[config.mk]
export PLATFORM = sky130hd
export DESIGN_NAME = cfg_chain_loader_flat
export DESIGN_NICKNAME = d
export VERILOG_FILES = /design/src/rtl/cfg_chain_loader_if.sv /design/src/rtl/cfg_chain_loader.sv /design/src/flat_wrapper.sv
export SDC_FILE = /design/constraint.sdc
export NUM_CORES = 1
export LEC_CHECK = 0
export BUFFER_PORTS_ARGS = -buffer_cell sky130_fd_sc_hd__buf_2
export CAP_MARGIN = 5
export CORE_MARGIN = 2
export CORE_UTILIZATION = 35
export CTS_CLUSTER_DIAMETER = 60
export DETAILED_ROUTE_END_ITERATION = 7
export PLACE_DENSITY = 0.57
export RECOVER_POWER = 100
export SYNTH_ARGS = -nofsm -noshare
export SYNTH_HDL_FRONTEND = slang
export SYNTH_SLANG_ARGS = --single-unit
[constraint.sdc]
create_clock -name clock -period 3.8 [get_ports clock]
set_input_delay 0.38 -clock clock [delete_from_list [all_inputs] [get_ports clock]]
set_output_delay 0.38 -clock clock [all_outputs]
set_load 0.005 [all_outputs]
[src/rtl/cfg_chain_loader_if.sv]
// Word-source bus of the config chain loader: the loader (master) requests a word by
// index and the source (slave) answers with word_valid/word_data.
interface cfg_chain_loader_if #(
   parameter int ADDR_W = 8,
   parameter int WORD_W = 4
) ();
   logic              word_req;
   logic [ADDR_W-1:0] word_addr;
   logic              word_valid;
   logic [WORD_W-1:0] word_data;

   modport master (
      output word_req,
      output word_addr,
      input  word_valid,
      input  word_data
   );

   modport slave (
      input  word_req,
      input  word_addr,
      output word_valid,
      output word_data
   );
endinterface

[src/rtl/cfg_chain_loader.sv]
// cfg_chain_loader: fetches packed config words and shifts them bit-serially into the fabric
// scan chain, then latches it and raises rdy. Optional chain readback/CRC check: CFG_READBACK_EN.
module cfg_chain_loader #(
   parameter int CHAIN_LEN  = 10,
   parameter int WORD_W     = 4,
   parameter int ADDR_W     = 8,
   parameter bit AUTO_START = 1'b1
) (
   input  logic               clock,
   input  logic               rst,
   input  logic               start,
   cfg_chain_loader_if.master wb,
   output logic               cfg_sin,
   output logic               cfg_shift,
   output logic               cfg_latch,
   input  logic               cfg_sout,
   output logic               busy,
   output logic               rdy,
   output logic               cfg_err
);
   localparam int NWORDS    = (CHAIN_LEN + WORD_W - 1) / WORD_W;
   localparam int LAST_BITS = CHAIN_LEN - (NWORDS - 1) * WORD_W;
   localparam int BCNT_W    = $clog2(CHAIN_LEN + 1);

   localparam logic [ADDR_W-1:0] LAST_ADDR = ADDR_W'(NWORDS - 1);
   localparam logic [BCNT_W-1:0] WORD_MAX  = BCNT_W'(WORD_W - 1);
   localparam logic [BCNT_W-1:0] LAST_MAX  = BCNT_W'(LAST_BITS - 1);

   typedef enum logic [2:0] {
      ST_IDLE  = 3'd0,
      ST_FETCH = 3'd1,
      ST_SHIFT = 3'd2,
      ST_LATCH = 3'd3,
      ST_DONE  = 3'd4,
      ST_RDBK  = 3'd5
   } state_t;

   state_t            state_q, state_d;
   logic [ADDR_W-1:0] addr_q, addr_d;
   logic [BCNT_W-1:0] bit_cnt_q, bit_cnt_d;
   logic [WORD_W-1:0] shreg_q, shreg_d;
   logic              last_word;
   logic              word_end;
   logic              load_go;

`ifdef CFG_READBACK_EN
   localparam logic [BCNT_W-1:0] CHAIN_MAX = BCNT_W'(CHAIN_LEN - 1);

   logic        cfg_err_q, cfg_err_d;
   logic [15:0] crc_w_q, crc_w_d;
   logic [15:0] crc_r_q, crc_r_d;

   // CRC-16-CCITT, one bit per call, MSB-first feedback
   function automatic logic [15:0] crc_step(input logic [15:0] crc, input logic b);
      logic fb;
      fb = crc[15] ^ b;
      return {crc[14:0], 1'b0} ^ (fb ? 16'h1021 : 16'h0000);
   endfunction
`endif

   always_ff @(posedge clock) begin
      if (!rst) begin
         state_q   <= ST_IDLE;
         addr_q    <= '0;
         bit_cnt_q <= '0;
      end else begin
         state_q   <= state_d;
         addr_q    <= addr_d;
         bit_cnt_q <= bit_cnt_d;
      end
   end

   always_ff @(posedge clock) begin
      shreg_q <= shreg_d;
   end

`ifdef CFG_READBACK_EN
   always_ff @(posedge clock) begin
      if (!rst) begin
         cfg_err_q <= 1'b0;
      end else begin
         cfg_err_q <= cfg_err_d;
      end
   end

   always_ff @(posedge clock) begin
      crc_w_q <= crc_w_d;
      crc_r_q <= crc_r_d;
   end
`endif

   always_comb begin
      state_d      = state_q;
      addr_d       = addr_q;
      bit_cnt_d    = bit_cnt_q;
      shreg_d      = shreg_q;
      load_go      = 1'b0;
      wb.word_req  = 1'b0;
      cfg_sin      = 1'b0;
      cfg_shift    = 1'b0;
      cfg_latch    = 1'b0;
`ifdef CFG_READBACK_EN
      cfg_err_d    = cfg_err_q;
      crc_w_d      = crc_w_q;
      crc_r_d      = crc_r_q;
`endif
      last_word    = (addr_q == LAST_ADDR);
      // The last word may carry fewer live bits than WORD_W; its upper bits are dropped.
      word_end     = (bit_cnt_q == (last_word ? LAST_MAX : WORD_MAX));

      unique case (state_q)
         ST_IDLE: begin
            if (AUTO_START || start) load_go = 1'b1;
         end
         ST_FETCH: begin
            wb.word_req = 1'b1;
            if (wb.word_valid) begin
               shreg_d   = wb.word_data;
               bit_cnt_d = '0;
               state_d   = ST_SHIFT;
            end
         end
         ST_SHIFT: begin
            cfg_shift = 1'b1;
            cfg_sin   = shreg_q[0];
            shreg_d   = shreg_q >> 1;
            bit_cnt_d = bit_cnt_q + 1'b1;
`ifdef CFG_READBACK_EN
            crc_w_d   = crc_step(crc_w_q, shreg_q[0]);
`endif
            if (word_end) begin
               bit_cnt_d = '0;
               if (last_word) begin
                  state_d = ST_LATCH;
               end else begin
                  addr_d  = addr_q + 1'b1;
                  state_d = ST_FETCH;
               end
            end
         end
         ST_LATCH: begin
            cfg_latch = 1'b1;
            bit_cnt_d = '0;
`ifdef CFG_READBACK_EN
            state_d   = ST_RDBK;
`else
            state_d   = ST_DONE;
`endif
         end
`ifdef CFG_READBACK_EN
         ST_RDBK: begin
            // Recirculate the chain tail into its head so contents survive the readback.
            cfg_shift = 1'b1;
            cfg_sin   = cfg_sout;
            bit_cnt_d = bit_cnt_q + 1'b1;
            crc_r_d   = crc_step(crc_r_q, cfg_sout);
            if (bit_cnt_q == CHAIN_MAX) begin
               bit_cnt_d = '0;
               cfg_err_d = (crc_r_d != crc_w_q);
               state_d   = ST_DONE;
            end
         end
`endif
         ST_DONE: begin
            if (start) load_go = 1'b1;
         end
         default: state_d = ST_IDLE;
      endcase

      if (load_go) begin
         state_d   = ST_FETCH;
         addr_d    = '0;
         bit_cnt_d = '0;
`ifdef CFG_READBACK_EN
         cfg_err_d = 1'b0;
         crc_w_d   = 16'hFFFF;
         crc_r_d   = 16'hFFFF;
`endif
      end
   end

   assign wb.word_addr = addr_q;
   assign rdy          = (state_q == ST_DONE);
   assign busy         = (state_q != ST_IDLE) && (state_q != ST_DONE);

`ifdef CFG_READBACK_EN
   assign cfg_err = cfg_err_q;
`else
   logic unused_sout;
   assign unused_sout = cfg_sout;
   assign cfg_err     = 1'b0;
`endif

endmodule
[src/flat_wrapper.sv]
// flat-port wrapper written by rule: the top's interface ports become plain ports
module cfg_chain_loader_flat 
#(
   parameter int CHAIN_LEN  = 10,
   parameter int WORD_W     = 4,
   parameter int ADDR_W     = 8,
   parameter bit AUTO_START = 1'b1
)
  (clock, rst, start, cfg_sin, cfg_shift, cfg_latch, cfg_sout, busy, rdy, cfg_err, wb_word_req, wb_word_addr, wb_word_valid, wb_word_data);
  cfg_chain_loader_if #(.ADDR_W(ADDR_W), .WORD_W(WORD_W)) wb_i ();
  input  logic clock;
  input  logic rst;
  input  logic start;
  output logic cfg_sin;
  output logic cfg_shift;
  output logic cfg_latch;
  input  logic cfg_sout;
  output logic busy;
  output logic rdy;
  output logic cfg_err;
  output wire logic [$bits(wb_i.word_req)-1:0] wb_word_req;
  output wire logic [$bits(wb_i.word_addr)-1:0] wb_word_addr;
  input wire logic [$bits(wb_i.word_valid)-1:0] wb_word_valid;
  input wire logic [$bits(wb_i.word_data)-1:0] wb_word_data;
  assign wb_word_req = wb_i.word_req;
  assign wb_word_addr = wb_i.word_addr;
  assign wb_i.word_valid = wb_word_valid;
  assign wb_i.word_data = wb_word_data;
  cfg_chain_loader #(.CHAIN_LEN(CHAIN_LEN), .WORD_W(WORD_W), .ADDR_W(ADDR_W), .AUTO_START(AUTO_START)) u_core (.clock(clock), .rst(rst), .start(start), .wb(wb_i), .cfg_sin(cfg_sin), .cfg_shift(cfg_shift), .cfg_latch(cfg_latch), .cfg_sout(cfg_sout), .busy(busy), .rdy(rdy), .cfg_err(cfg_err));
endmodule
Yosys cells after proc, flatten, opt, wreduce, memory -nomap -nowiden
Cells that the tools add are included.
- word-level logic and storage cells: 51
- bits in registers: 19
- output and inout bits: 15
- input port bits: 9
- bitwise operators: 3
- reduce and logical (&&, ||, !) cells: 12
- eq/ne operators: 12
- muxes and demuxes: 17
- add/sub/neg operators: 2
- operators by type and width (cell ; number):
    4-bit 2-to-1 mux ; 3
    3-bit case mux with 4 select lines ; 1
    4-bit case mux with 3 select lines ; 1
    3-bit AND reduction ; 3
    8-bit by 1-bit adder with 8-bit output, second input constant ; 1
    8-bit by 2-bit equality test with 1-bit output, second input constant ; 1
    4-bit case mux with 2 select lines ; 1
    3-bit by 2-bit equality test with 1-bit output, second input constant ; 2
    1-bit 2-to-1 mux ; 6
    3-bit 2-to-1 mux ; 2
    3-bit nonzero test ; 2
    4-bit by 1-bit adder with 4-bit output, second input constant ; 1
    4-bit equality test ; 1
    2-bit 2-to-1 mux ; 2
    2-bit by 1-bit != test with 1-bit output, second input constant ; 2
    2-bit AND reduction ; 2
    2-bit OR reduction ; 2
    3-bit by 1-bit equality test with 1-bit output, second input constant ; 1
    3-bit equality test, second input constant ; 1
    3-bit logical NOT ; 1
    3-bit by 1-bit != test with 1-bit output, second input constant ; 1
    3-bit by 2-bit != test with 1-bit output, second input constant ; 1
    3-bit != test, second input constant ; 1
    1-bit NOT ; 3
    other kinds (4) ; 4

Logic depth before layout (Yosys ltp)
Gate-level depths: netlist (run 1).
- depth in word-level cells: 6
- depth in mapped cells: 6
- depth with buffers taken out: 6

Worst setup path before layout (run 1)
No wires, ideal clock.
- path kind: reg2reg
- from: register u_core.state_q[0]
- to: register u_core.addr_q[7], in the netlist u_core.wb.word_addr[7]
- path slack: 1.969 ns
- path buffers: 1
- arrival time: 1.761 ns
- clock period less this slack: 1.831 ns
- setup time: 0.071 ns
- cell stages (with the launch flop): 6
- data required time: 3.729 ns
- path through: dfxtp_1 -> buf_2 -> or3b_1 -> or3_1 -> or4_1 -> a21oi_1
- word-level cells in the longest chain between the ends: 3
- elaborated cells between the ends (all ways): 6
- those cells by class: 2 x eq/ne; 1 x mux; 3 x reduce/logical
- ends and longest elaborated chain (element ; RTL line ; text):
    start, declared ; cfg_chain_loader.sv:38 ; state_t state_q, state_d;
    start signal, assigned ; cfg_chain_loader.sv:67 ; state_q <= state_d;
    3-bit equality test / 3-bit logical NOT (equally long branches) ; cfg_chain_loader.sv:111 ; unique case (state_q)
    1-bit case mux with 2 select lines ; cfg_chain_loader.sv:111 ;
    2-bit OR reduction (no source line) ; n/a ;
    end signal, assigned ; cfg_chain_loader.sv:68 ; addr_q <= addr_d;
    end, declared ; cfg_chain_loader.sv:39 ; logic [ADDR_W-1:0] addr_q, addr_d;
Parallel ways exist; a longest one is shown, timed or not.
A chain may end at the register's enable or synchronous reset.

Final worst setup path (run 1)
- from: register u_core.state_q[0]
- to: output cfg_sin
- word-level cells in the longest chain between the ends: 2
- ends and longest elaborated chain (element ; RTL line ; text):
    3-bit by 2-bit equality test with 1-bit output ; cfg_chain_loader.sv:111 ;
    1-bit 2-to-1 mux ; cfg_chain_loader.sv:111 ;
    end, declared ; flat_wrapper.sv:14 ; output logic cfg_sin;
No other way between the ends.

==> results of run 1 <==
flip-flops by register name (all words and copies together) (netlist names):
| name | cells |
|---|---|
| u_core.bit_cnt_q | 4 |
| u_core.shreg_q | 4 |
| u_core.state_q | 3 |
| u_core.wb.word_addr | 8 |
cells by family after synthesis:
logic type               synth area share, %
AND/OR/NAND/NOR                         29.2
AO/OA/AOI/OAI                           14.5
flip-flops                              40.9
buffers and inverters                   6.08
XOR/XNOR                                4.26
adder cells (fa/ha/maj)                 3.65
other                                  0.365
multiplexers                            1.09
critical path, cell delays in order (launching register included):
cell and delay [ns]:
dfxtp_1 0.49, or3b_1 0.42, clkinv_1 0.35, and2_1 0.25, clkbuf_1 0.10
per-layer routing:
metal | vias up | part of all wire [%]
li1 | 474 | -
met1 | 422 | 48
met2 | 24 | 47
met3 | 4 | 3.6
met4 | 0 | 1.4
met5 | - | 0
placed cells by master, fill, tap and decap left out, types with 2 or more instances in the layout:
cell type	count
inv_1	8
a211oi_1	4
nor4b_1	3
nand4_1	2
o21ai_0	3
a21oi_1	4
o2bb2ai_1	2
edfxtp_1	4
o21a_1	2
buf_2	19
nor4_1	3
xnor2_1	5
and3b_1	2
and2_0	2
nor3_1	2
nand3_1	6
clkbuf_1	3
clkbuf_4	3
nand2_1	13
dfxtp_1	15
nor2_1	10
o31ai_1	2
or3_1	3
ha_1	3
area by class of cell:
cell class                 count  area share [%]
inverter                       9            2.88
clock buffer                   4            2.24
multi-input combinational     85            46.4
timing repair buffer          22            9.37
tap                           31            3.30
sequential                    19            35.8
power by group through the flow:
stage               logic [mW]  registers (mW)  clock network [mW]
floorplan               0.0470           0.223                   0
global placement        0.0577           0.230                   0
detailed placement      0.0598           0.230                   0
CTS                     0.0600           0.226               0.108
global route            0.0669           0.228               0.118
finish                  0.0583           0.225               0.105
synth_stat cells (2+ instances only):
master     count
nand2_1       13
inv_1          8
buf_4          2
and3b_1        2
o31ai_1        2
and2_1         3
a21oi_1        4
nor2_1        10
a211oi_1       4
or3_1          3
xnor2_1        5
buf_2          2
edfxtp_1       4
o21a_1         2
o2bb2ai_1      2
o21ai_0        3
nor3_1         2
nand3_1        6
nor4_1         3
nor4b_1        3
ha_1           3
dfxtp_1       15
nand4_1        2
how the worst max path moves through the flow:
stage,start,end,cells after the start
global route,u_core.state_q[0],cfg_sin,4
global placement,u_core.state_q[1],u_core.wb.word_addr[7],4
CTS,u_core.state_q[0],cfg_sin,4
finish,u_core.state_q[0],cfg_sin,4
detailed placement,u_core.state_q[1],u_core.wb.word_addr[7],4
floorplan,u_core.state_q[0],u_core.wb.word_addr[7],5
through the flow:
stage	setup slack, ns	total power, mW	utilization [%]	hold WS [ns]	area [um^2]
3_5_place_dp	1.64	0.290	41.4	0.506	1150
3_3_place_gp	1.68	0.287	41.4	0.492	1150
5_1_grt	1.29	0.413	42.2	0.361	1170
4_1_cts	1.47	0.394	42.3	0.353	1180
6_report	1.51	0.388	42.2	0.355	1170
2_1_floorplan	1.97	0.270	-	0.484	1030
==> results.ini, run 1 <==
[route]
wl_per_cell_um = 12.8
drtPass1Iterations = 4
drc = 0
routed_wl_mm = 2.18
ant_nets = 0
viasPerCell = 5.44
vias = 924
drtIter0Drc = 23

[yosys]
synth.top_cell.area_share_pct = 29.2
yosys-top-cells-area = dfxtp_1, edfxtp_1, nand2_1
ys_dominant_reg_cell = dfxtp_1
synthCells = 118
async_reset_ff_share_pct = 0
avgSynthCellArea_um2 = 8.72
synth_edf_count = 4
synth_area_leader_cell = dfxtp_1
synth.net_count = 130
ys_seq_area_share_pct = 40.9
yosysWarnings = 0
syn-cell-area_um2 = 1030
synth_cell_types = 38
synth-seq-cells = 19

[sta]
setup_violations = 0
hold_viol = 0
worst_pin_slew_ns = 0.542
slew_headroom_pct = 63.4
min_period_over_period_pct = 60.2
finalMaxSlewViolations = 0
clock-skew-final_ns = 0.00401
tns_ns = 0
final.min_clock_period_ns = 2.29
rsz0062_at_grt = no
clock.fmax_mhz = 437

[power]
swShare_pct = 27.4
power_density_nw_per_um2 = 331
vdd_ir_drop_max_uv = 215
clock_power_share_pct = 27.0
intPower_mw = 0.282
seq_power_share_pct = 58.0
p_comb_share_pct = 15.0
p_switching_mw = 0.106
leakage_nw = 0.448

[min_path]
worst_hold_startpoint = wb_word_data[2]
hold_path.class = in2reg
min_to = u_core.shreg_q[2]
hold_path_depth = 3

[flow_run]
drv_cap = 0

[grt]
grt_pass1_vias = 850
use_met1_pct = 18.8
globalRoute.busiestLayer = met2
grt_pass1_wl_mm = 3.79
gr-usage-all-layers_pct = 14.5
use_met3_pct = 2.01
grt_use_met2_pct = 23.2
antenna_found_initial = 0
grt-ovfl-total = 0
grt_max_degree = 13

[floorplanning]
fp.dieW_um = 58.2
num_io_pins = 24
row_count = 19
core_um2 = 2780
dieHeight_um = 58.2
start_util_pct = 37.0
die-area_um2 = 3390

[cts]
clock_latency_ns = 0.30
cts_tree = done
clockRootBuffer = clkbuf_4
cts_buffers = 3
numClockSinks = 19
clock_path_buffers = 2
ctsHtreeMaxLevel = 1
post_cts_buffers = 0
postCtsHoldBufs = 0
path_clk_slew_ns = 0.11
cts_resized = 0

[setup_path]
reg2reg_depth = 4
crit_fanout = 12
end_kind = primary output
r2r_end = u_core.wb.word_addr[7]
rr_startpoint = u_core.state_q[1]
worstPathArrival_ns = 1.91
critPathKind = reg2out
cp.required_ns = 3.42
r2r_slack_ns = 1.62
start_kind = register

[placed_design]
gp_congestion = 0.753
dpl.hpwl_mm = 1.61
io_buffers = 21
dp_cells = 166

[cells_and_area]
diodes = 0
drive_above_1_share_pct = 18.0
multi_input_area_um2 = 546
ff_latch_area_um2 = 420
stdcell_count = 170
nets = 152
n_fill_cell = 282
area_growth_pct = 14.2

[run_status]
outcome = completed

No activity file was read; power rests on OpenSTA's default activity.
==> run 2: changes to the inputs <==
--- a/config.mk
+++ b/config.mk
@@ -11,7 +11,7 @@
 export CORE_UTILIZATION = 35
 export CTS_CLUSTER_DIAMETER = 60
 export DETAILED_ROUTE_END_ITERATION = 7
-export PLACE_DENSITY = 0.57
+export PLACE_DENSITY = 0.59
 export RECOVER_POWER = 100
 export SYNTH_ARGS = -nofsm -noshare
 export SYNTH_HDL_FRONTEND = slang
==> constraint.sdc (replaced) <==
create_clock -name clock -period 1.9 [get_ports clock]
set_input_delay 0.19 -clock clock [delete_from_list [all_inputs] [get_ports clock]]
set_output_delay 0.19 -clock clock [all_outputs]
set_load 0.005 [all_outputs]
==> results.ini, run 2 (synthesis gave the netlist of run 1 again) <==
[sta]
rsz0062_at_grt = yes
slew_headroom_pct = 59.8
setup_ws_ns = 0.0819
finalMaxSlewViolations = 0
worst_pin_slew_ns = 0.594
clock-skew-final_ns = 0.00781
setup_violations = 0
tns_ns = 0
final.min_clock_period_ns = 1.82
clock.fmax_mhz = 550
min_period_over_period_pct = 95.7
hold_viol = 0

[setup_path]
end_kind = register
crit_fanout = 2
worstPathArrival_ns = 2.03
rr_startpoint = u_core.wb.word_addr[0]
critPathKind = reg2reg
start_kind = register
cp.required_ns = 2.11
reg2reg_depth = 6
r2r_slack_ns = 0.08
crit_start = u_core.wb.word_addr[0]
r2r_end = u_core.state_q[0]

[power]
intPower_mw = 0.591
power_density_nw_per_um2 = 626
vdd_ir_drop_max_uv = 514
leakage_nw = 0.535
p_comb_share_pct = 19.9
swShare_pct = 27.4
clock_power_share_pct = 26.1
power_mw = 0.815
seq_power_share_pct = 54.0
p_switching_mw = 0.224

[cells_and_area]
fin_area_um2 = 1300
area_growth_pct = 26.6
largest_reg_flops = 8
diodes = 0
drive_above_1_share_pct = 29.4
stdcell_count = 184
nets = 166
final_common_cell = buf_2
final_cell_mix = buf_2, nand2_1, dfxtp_1, buf_4, nor2_1
n_fill_cell = 288

[min_path]
hold_path.class = in2reg
worst_hold_startpoint = wb_word_data[0]
min_to = u_core.shreg_q[0]
hold_path_depth = 3

[cts]
clock_path_buffers = 2
clockRootBuffer = clkbuf_4
numClockSinks = 19
cts_buffers = 3
path_clk_slew_ns = 0.12
cts_tree = done
clock_latency_ns = 0.31
ctsHtreeMaxLevel = 1

[route]
drtIter0Drc = 39
routed_wl_mm = 2.31
vias = 973
viasPerCell = 5.29
ant_nets = 0
drc = 0
drtPass1Iterations = 4
wl_per_cell_um = 12.5

[grt]
grt-ovfl-total = 0
gr-usage-all-layers_pct = 14.5
grt_max_degree = 12
grt_pass1_wl_mm = 3.80
grt_pass1_vias = 889
antenna_found_initial = 0

[placed_design]
dp_cells = 177
dpl.hpwl_mm = 1.71
post_dp_cell_area_um2 = 1230
gp_congestion = 0.786
io_buffers = 21
pre_cts_slack_ns = 0.0464

[run_status]
outcome = completed

[flow_run]
drv_cap = 0

[floorplanning]
start_util_pct = 37.0
dieHeight_um = 58.2
num_io_pins = 24
die-area_um2 = 3390
core_um2 = 2780
fp.dieW_um = 58.2
row_count = 19

run 2: worst max-delay path by stage:
stage / slack (ns) / to / cells after the start
2_1_floorplan: 0.07 / u_core.wb.word_addr[7] / 5
3_3_place_gp: 0.07 / u_core.state_q[0] / 6
3_5_place_dp: 0.05 / u_core.state_q[0] / 6
4_1_cts: 0.02 / cfg_sin / 6
5_1_grt: -0.02 / u_core.wb.word_addr[6] / 6
6_report: 0.08 / u_core.state_q[0] / 6
run 2: repair_timing:
item,in CTS,in global routing
hold buffers,0,0
buffers inserted,0,3
setup endpoints to repair,0,5
resized for setup,0,8
run 2: critical path, cell delays in order (launching register included):
cell	delay [ns]
dfxtp_1	0.33
inv_1	0.05
ha_1	0.17
or4b_2	0.64
o21ai_1	0.20
nand3_1	0.13
a32o_1	0.21
run 2: stage by stage:
step	hold WS (ns)	util (%)
floorplan	0.352	-
global placement	0.460	44.4
detailed placement	0.466	44.4
CTS	0.136	45.3
global route	0.142	46.8
finish	0.146	46.8
run 2: final cells by class:
cell class	count	area, um^2	share of cell area, %
Multi-Input combinational cell	85	554	42.6
Sequential cell	19	423	32.5
Timing Repair Buffer	36	225	17.3
Tap cell	31	38.8	2.98
Inverter	9	33.8	2.59
Clock buffer	3	22.5	1.73
Clock inverter	1	5.00	0.384
run 2: power by group through the flow:
stage,logic [mW],registers (mW),clock network (mW)
floorplan,0.0941,0.447,0
global placement,0.147,0.449,0
detailed placement,0.149,0.449,0
CTS,0.150,0.440,0.224
global route,0.182,0.442,0.240
finish,0.162,0.440,0.213
run 2: layer usage:
metal / wire length, um / vias to the layer above / GRT usage (%) / share of wire (%)
met1: 1090 / 453 / 17.4 / 47
li1: - / 493 / - / -
met4: 0 / 0 / 2.33 / 0
met3: 131 / 0 / 4.24 / 5.7
met2: 1080 / 27 / 25.8 / 47
met5: 0 / - / 0 / 0
